--- src/rtl/float_add.sv ---
// ============================================================================
//  Module      : float_add
//  Description : IEEE-754 binary32 adder, one result per clock, registered
//                output one cycle after the operands are sampled.
//                Subnormal inputs and results are flushed to signed zero.
//                NaN in or +inf + -inf gives canonical quiet NaN 7FC00000.
//                Default rounding is truncation toward zero; defining the
//                macro FLOAT_ADD_RNE_EN selects round-to-nearest-even.
//  Ports       : clk  - clock, rising edge
//                rst  - synchronous active-high reset, clears sum
//                X, Y - binary32 operands
//                sum  - registered binary32 result X+Y
//  Revision    : 1.0 - initial release
// ============================================================================
`default_nettype none

module float_add #(
    parameter int XLEN = 32
) (
    input  logic            clk,
    input  logic            rst,
    input  logic [XLEN-1:0] X,
    input  logic [XLEN-1:0] Y,
    output logic [XLEN-1:0] sum
);

    localparam logic [31:0] C_QNAN = 32'h7FC0_0000;

    // Leading-zero count of a 27-bit value; 27 when the value is zero.
    function automatic logic [4:0] lzc27(input logic [26:0] v);
        logic [4:0] n;
        n = 5'd27;
        for (int i = 0; i < 27; i++) begin
            if (v[i]) n = 5'(26 - i);
        end
        return n;
    endfunction

    // ---------------- unpack and classify ----------------
    logic [7:0]  w_xe, w_ye;
    logic [22:0] w_xf, w_yf;
    logic        w_xnan, w_ynan, w_xinf, w_yinf;

    assign w_xe   = X[30:23];
    assign w_ye   = Y[30:23];
    // Subnormals collapse to zero: with exp==0 the fraction is discarded.
    assign w_xf   = (w_xe == 8'd0) ? 23'd0 : X[22:0];
    assign w_yf   = (w_ye == 8'd0) ? 23'd0 : Y[22:0];
    assign w_xnan = (&w_xe) &  (|X[22:0]);
    assign w_ynan = (&w_ye) &  (|Y[22:0]);
    assign w_xinf = (&w_xe) & ~(|X[22:0]);
    assign w_yinf = (&w_ye) & ~(|Y[22:0]);

    // ---------------- order by magnitude ----------------
    logic        w_swap;
    logic        w_bs;
    logic [7:0]  w_be, w_se;
    logic [23:0] w_bm, w_sm;

    assign w_swap = {w_ye, w_yf} > {w_xe, w_xf};
    assign w_bs   = w_swap ? Y[31] : X[31];
    assign w_be   = w_swap ? w_ye : w_xe;
    assign w_se   = w_swap ? w_xe : w_ye;
    assign w_bm   = w_swap ? {|w_ye, w_yf} : {|w_xe, w_xf};
    assign w_sm   = w_swap ? {|w_xe, w_xf} : {|w_ye, w_yf};

    // ---------------- align smaller significand ----------------
    // 27 bits = 24-bit significand plus guard, round, sticky. Shifting a
    // 54-bit window lets everything shifted past bit 0 fold into sticky.
    logic [7:0]  w_diff;
    logic [4:0]  w_shamt;
    logic [53:0] w_wide;
    logic [26:0] w_bext, w_sal;

    assign w_diff  = w_be - w_se;
    assign w_shamt = (w_diff > 8'd27) ? 5'd27 : w_diff[4:0];
    assign w_wide  = {w_sm, 3'b000, 27'd0} >> w_shamt;
    assign w_sal   = {w_wide[53:28], w_wide[27] | (|w_wide[26:0])};
    assign w_bext  = {w_bm, 3'b000};

    // ---------------- add / subtract ----------------
    logic        w_sub;
    logic [27:0] w_raw;

    assign w_sub = X[31] ^ Y[31];
    // Magnitude ordering guarantees the difference is non-negative.
    assign w_raw = w_sub ? ({1'b0, w_bext} - {1'b0, w_sal})
                         : ({1'b0, w_bext} + {1'b0, w_sal});

    // ---------------- normalize ----------------
    logic [4:0]        w_lz;
    logic [26:0]       w_norm;
    logic signed [9:0] w_e1;

    assign w_lz = lzc27(w_raw[26:0]);

    always_comb begin
        w_norm = w_raw[26:0] << w_lz;
        w_e1   = $signed({2'b00, w_be}) - $signed({5'd0, w_lz});
        if (w_raw[27]) begin
            // Carry out: shift right one, keeping the dropped bit as sticky.
            w_norm = {w_raw[27:2], w_raw[1] | w_raw[0]};
            w_e1   = $signed({2'b00, w_be}) + 10'sd1;
        end
    end

    // ---------------- round ----------------
    logic [22:0]       w_frac;
    logic signed [9:0] w_e2;

`ifdef FLOAT_ADD_RNE_EN
    logic        w_rup;
    logic [24:0] w_mr;

    assign w_rup  = w_norm[2] & (w_norm[1] | w_norm[0] | w_norm[3]);
    assign w_mr   = {1'b0, w_norm[26:3]} + {24'd0, w_rup};
    // Rounding 1.FFFFFF up yields 10.000000: renormalize.
    assign w_frac = w_mr[24] ? w_mr[23:1] : w_mr[22:0];
    assign w_e2   = w_mr[24] ? (w_e1 + 10'sd1) : w_e1;
`else
    logic w_unused;

    assign w_frac   = w_norm[25:3];
    assign w_e2     = w_e1;
    assign w_unused = &{1'b0, w_norm[26], w_norm[2:0]};
`endif

    // ---------------- result select ----------------
    logic [31:0] w_res;

    always_comb begin
        w_res = {w_bs, w_e2[7:0], w_frac};
        if (w_xnan || w_ynan || (w_xinf && w_yinf && w_sub)) begin
            w_res = C_QNAN;
        end else if (w_xinf) begin
            w_res = X;
        end else if (w_yinf) begin
            w_res = Y;
        end else if (w_raw == 28'd0) begin
            // Exact cancellation is +0; only -0 + -0 keeps the minus sign.
            w_res = {w_bs & ~w_sub, 31'd0};
        end else if (w_e1 <= 10'sd0) begin
            w_res = {w_bs, 31'd0};
        end else if (w_e2 >= 10'sd255) begin
            w_res = {w_bs, 8'hFF, 23'd0};
        end
    end

    always_ff @(posedge clk) begin
        if (rst) begin
            sum <= '0;
        end else begin
            sum <= w_res;
        end
    end

endmodule

`default_nettype wire

--- config.mk ---
export PLATFORM = sky130hd
export DESIGN_NAME = float_add
export DESIGN_NICKNAME = d
export VERILOG_FILES = /design/src/rtl/float_add.sv
export SDC_FILE = /design/constraint.sdc
export NUM_CORES = 1
export LEC_CHECK = 0
export BUFFER_PORTS_ARGS = -buffer_cell sky130_fd_sc_hd__buf_2
export CORE_MARGIN = 10
export CORE_UTILIZATION = 49
export CTS_BUF_LIST = sky130_fd_sc_hd__clkbuf_4 sky130_fd_sc_hd__clkbuf_8
export CTS_CLUSTER_SIZE = 14
export DETAILED_ROUTE_END_ITERATION = 10
export GPL_ROUTABILITY_DRIVEN = 1
export PLACE_DENSITY = 0.69
export SETUP_SLACK_MARGIN = 0.15
export SLEW_MARGIN = 30
export SYNTH_ARGS = -nofsm -noshare
export SYNTH_HDL_FRONTEND = slang
export SYNTH_SLANG_ARGS = --single-unit
--- constraint.sdc ---
create_clock -name clk -period 24 [get_ports clk]
set_input_delay 3.6 -clock clk [delete_from_list [all_inputs] [get_ports clk]]
set_output_delay 3.6 -clock clk [all_outputs]
set_load 0.005 [all_outputs]
## Word level (Yosys, flattened, before mapping)

Cells that the tools add are included.

| word-level totals | value |
|---|---|
| logic and storage cells | 83 |
| flip-flop bits (word level) | 32 |
| output and inout bits | 32 |
| input port bits | 66 |

| operators by class | value |
|---|---|
| $add $sub $neg | 5 |
| reduce and logical (&&, ||, !) cells | 15 |
| bitwise gates (word level) | 11 |
| shift-type cells | 2 |
| $lt $le $gt $ge | 4 |
| mux-type cells | 44 |

Operator list:

| cell | count |
|---|---|
| $mux W5 | 26 |
| $mux W32 | 3 |
| $mux W31 | 3 |
| $shr A54 B5 Y54 | 1 |
| $mux W24 | 2 |
| $mux W23 | 2 |
| $reduce_or A23 Y1 | 2 |
| $gt A31 B31 Y1 | 1 |
| $add A27 B27 Y28 | 1 |
| $logic_not A28 Y1 | 1 |
| $mux W28 | 1 |
| $sub A27 B27 Y28 | 1 |
| $reduce_or A27 Y1 | 1 |
| $shl A27 B5 Y26 | 1 |
| $mux W26 | 1 |
| $logic_not A8 Y1 | 2 |
| $mux W8 | 2 |
| $reduce_and A8 Y1 | 2 |
| $reduce_or A8 Y1 | 2 |
| $ge A10 B9 Y1 const B | 1 |
| $le A10 B1 Y1 const B | 1 |
| $mux W10 | 1 |
| $add A8 B1 Y9 const B | 1 |
| $sub A8 B5 Y9 | 1 |
| 11 further kinds | 21 |

## Depth between registers and ports, before layout

| logic depth | value |
|---|---|
| depth after elaboration | 48 |
| gate-level depth with buffers | 75 |
| gate-level depth less buffers | 63 |

## Worst setup path before layout

No wires, ideal clock.

| timing path | value |
|---|---|
| kind | input to register |
| from | input Y[24] |
| to | register sum[9] |
| data arrival time | 16.526 ns |
| stages on the path | 71 |
| path buffers | 14 |
| setup slack | 7.352 ns |
| cell sequence | clkbuf_1 > nor4_1 > nand2_1 > clkbuf_1 > and2_1 > ha_1 > nand4_1 > nor4_2 > a211oi_2 > a21o_1 > buf_6 > nor2_1 > clkbuf_1 > buf_1 > clkbuf_1 > mux2i_1 > ha_1 > nand2_1 > (+35 left out) > buf_2 > buf_2 > buf_1 > ha_1 > nor2b_1 > o21ai_0 > nand2b_1 > a21oi_1 > and2_1 > mux2i_1 > xor2_1 > or2_2 > a2111oi_0 > nor4_1 > clkbuf_1 > nand3_1 > nor2_1 > a221o_1 |

| between the ends | value |
|---|---|
| cells in the longest elaborated chain, start to end | 47 |

RTL lines:

| item | RTL line | source |
|---|---|---|
| start, declared | 23 | `input logic [XLEN-1:0] Y,` |
| $logic_not A8 Y1 | 48 | `assign w_yf = (w_ye == 8'd0) ? 23'd0 : Y[22:0];` |
| $mux W23 | 48 |  |
| $gt A31 B31 Y1 | 60 | `assign w_swap = {w_ye, w_yf} > {w_xe, w_xf};` |
| $mux W8 (on tied branches) | 62, 63 |  |
| $sub A8 B8 Y8 | 75 | `assign w_diff = w_be - w_se;` |
| $gt A8 B5 Y1 | 76 | `assign w_shamt = (w_diff > 8'd27) ? 5'd27 : w_diff[4:0];` |
| $mux W5 | 76 |  |
| $shr A54 B5 Y54 | 77 | `assign w_wide = {w_sm, 3'b000, 27'd0} >> w_shamt;` |
| (+31 left out) | -- |  |
| $sub A8 B5 Y9 | 99 | `w_e1 = $signed({2'b00, w_be}) - $signed({5'd0, w_lz});` |
| $mux W10 | 100 | `if (w_raw[27]) begin` |
| $ge A10 B9 Y1 | 144 | `end else if (w_e2 >= 10'sd255) begin` |
| $mux W31 | 144 |  |
| $mux W31 | 142 | `end else if (w_e1 <= 10'sd0) begin` |
| $mux W32 | 139 | `end else if (w_raw == 28'd0) begin` |
| $mux W32 | 137 | `end else if (w_yinf) begin` |
| $mux W32 | 135 | `end else if (w_xinf) begin` |
| end signal, assigned | 153 | `sum <= w_res;` |
| end, declared | 24 | `output logic [XLEN-1:0] sum` |

Several ways; a longest one is shown, not always the timed one.
A chain may end at the register's enable or synchronous reset.

## Final worst setup path

| timing path | value |
|---|---|
| from | input Y[27] |
| to | register sum[9] |

The elaborated chain is that of the path after synthesis.

==> flow_summary.toml <==
[hold_path]
hp-class = "input port to register"

[timing]
worstMarginPinSlew_ns = 1.01
slew_headroom = 0.317
finalCritPeriodShare = 0.797
finalHoldViolations = 0
rsz0062_at_grt = "false"
maxSlewViolCount = 0
tns_ns = 0
finalCriticalPeriod_ns = 19.13
max_freq_ghz = 0.0523
worst_slack_ns = 4.87
setup_viol = 0

[critical_path]
crit_arrival_ns = 19.30
cpPeakStageDelay_ns = 0.70
worst_path_most_repeated_cell = "o21ai_0"
start_kind = "input port"
cp-end-kind = "register"
cpMaxStageDelayCell = "o32a_1"
path_class = "input port to register"
required_ns = 24.17
path_max_fanout = 25

[detailed_routing]
finalWirelength_um = 46100
ant_nets = 0
vias = 14100
firstDrtPassIters = 7
drc = 0
viasPerCell = 6.83
avgRoutedWirePerCell_um = 22.3
drt_iter0_markers = 2014

[final_layout]
multi_input_comb_area_mm2 = 0.0100
areaGrowthSynthToFinish_pct = 5.08
nFillCells = 2442
reg_top3 = "sum (32)"
fin_nets = 1905
ff_latch_area_um2 = 641
final_common_cell = "nand2_1"
utilization = 0.521
mostFrequentLayoutCells = "nand2_1, nor2_1, a21oi_1, o21ai_0, inv_1"
regMostFlops = "sum"
layout-drive-gt1-share = 0.127
final_cell_area_mm2 = 0.0122
largest_reg_flops = 32
n_antenna_cell = 0

[floorplan]
std_cell_rows = 56
core_area_mm2 = 0.0233
die_h_um = 174
die-area_mm2 = 0.0302
pin_count = 98
die_x_um = 174
initial_core_util = 0.496

[global_route]
grt_pass1_vias = 13000
overflow = 0
grt_pass1_wl_um = 72600
grt_max_degree = 67
grt_use_total = 0.287
grt_antenna_before_repair = 0

[synth]
netlist_area_mm2 = 0.0116
syn_nets = 1898
synth-seq-cells = 32
synthArstFlopShare = 0
synth_edf_count = 0
ys_types = 106
synthCells = 1741
yosysSeqAreaShare = 0.0554
ys.flop_type = "dfxtp_1"
yosys_warnings = 0
syn_area_per_cell_um2 = 6.65

[job]
drv_cap = 0

[placed_design]
dp_hpwl_um = 36700
post_dp_cell_area_mm2 = 0.0121
portBuffers = 97
gp_congestion = 1.05
place_ws_ns = 4.98

[cts]
cts_tree = "done"
cts_hold_buf = 0
clockBufferDepth = 2
post_cts_buffers = 0
cts_root_buffer = "clkbuf_8"
clk_pin_slew_ns = 0.06
htreeDepth = 2
cts_made_buffers = 5
numClockSinks = 32
ctsResizeCount = 0

[status]
status = "completed"

[pwr]
power_density_mw_per_mm2 = 61.0
p_leak_nw = 5.16
vdd_ir_drop_max_uv = 30.8
p_total_mw = 0.742
## metrics by stage
| stage | instances | hold WS [ns] |
|---|---|---|
| floorplan | 1741 | 3.78 |
| global placement | 2060 | 3.90 |
| detailed placement | 2060 | 3.89 |
| CTS | 2067 | 3.59 |
| global route | 2067 | 3.62 |
| finish | 2067 | 3.61 |
## kinds of logic (layout without fill, tap and decap cells)
group / Yosys count / after routing / share of synthesized area
muxes: 84 / 84 / 0.0840
DFF: 32 / 32 / 0.0554
AOI/OAI and AO/OA: 596 / 596 / 0.358
xor gates and xnor gates: 24 / 24 / 0.0182
and+or+nand+nor: 695 / 695 / 0.303
buffers and inverters: 219 / 226 / 0.0820
adders and majority gates: 91 / 91 / 0.0997
## critical path: cells and delay by family
family | cells | cell delay, ns
buffers and inverters | 5 | 1.24
and+or+nand+nor | 23 | 5.26
xor gates and xnor gates | 1 | 0.12
adders and majority gates | 4 | 1.41
muxes | 2 | 0.30
AOI/OAI and AO/OA | 27 | 7.31
## synth_stat cells (8+ instances only)
master    count  share of area
or3_1        17         0.0092
buf_4        16          0.010
o21a_1       15         0.0097
nor2_1      173          0.056
clkbuf_1     64          0.021
nand3_1      44          0.019
nor3_1       53          0.023
o31ai_1      26          0.017
and2_1       24          0.013
or2_2        14         0.0076
a311oi_1      9         0.0068
nor4_1       29          0.016
nand4_1      30          0.016
a211oi_1     32          0.021
a22oi_1      11         0.0071
and3_1       14         0.0076
nor2b_1      20          0.011
mux2_2       25          0.024
o21ai_0     108          0.047
o21bai_1     12         0.0078
dfxtp_1      32          0.055
nand2b_1     32          0.017
a21o_1       24          0.016
and4_1        8         0.0061
a31oi_1      24          0.013
ha_1         89          0.096
mux4_2        8          0.016
a21oi_1     140          0.061
inv_1        98          0.032
buf_2        27          0.012
o22ai_1      22          0.012
o211ai_1     21          0.014
nand2_1     187          0.061
mux2i_1      51          0.044
xnor2_1      19          0.014
a211o_1       8         0.0061
## final timing paths
path              startpoint  endpoint  depth (start not counted)  slack, ns
setup / recovery       Y[27]    sum[9]                         62       4.87
hold / removal           rst   sum[25]                          2       3.61
## metal layers
metal | routed length (um) | track usage
met1 | 19200 | 0.377
met2 | 20500 | 0.455
met3 | 4140 | 0.0383
met4 | 2260 | 0.134
met5 | 0 | 0
## where the power goes
group	total [mW]	leakage, nW	switching (mW)	internal (mW)
Sequential	0.0715	0.266	0.00301	0.0685
Combinational	0.628	4.85	0.410	0.218
Clock	0.0431	0.0503	0.0176	0.0255
## cell type report
class	count	area share
multi-input cells	1490	0.822
clock buffers	7	0.00792
inverters	101	0.0314
repair buffers	118	0.0529
well taps	319	0.0328
flip-flops and latches	32	0.0527
No activity file was read; power rests on OpenSTA's default activity.
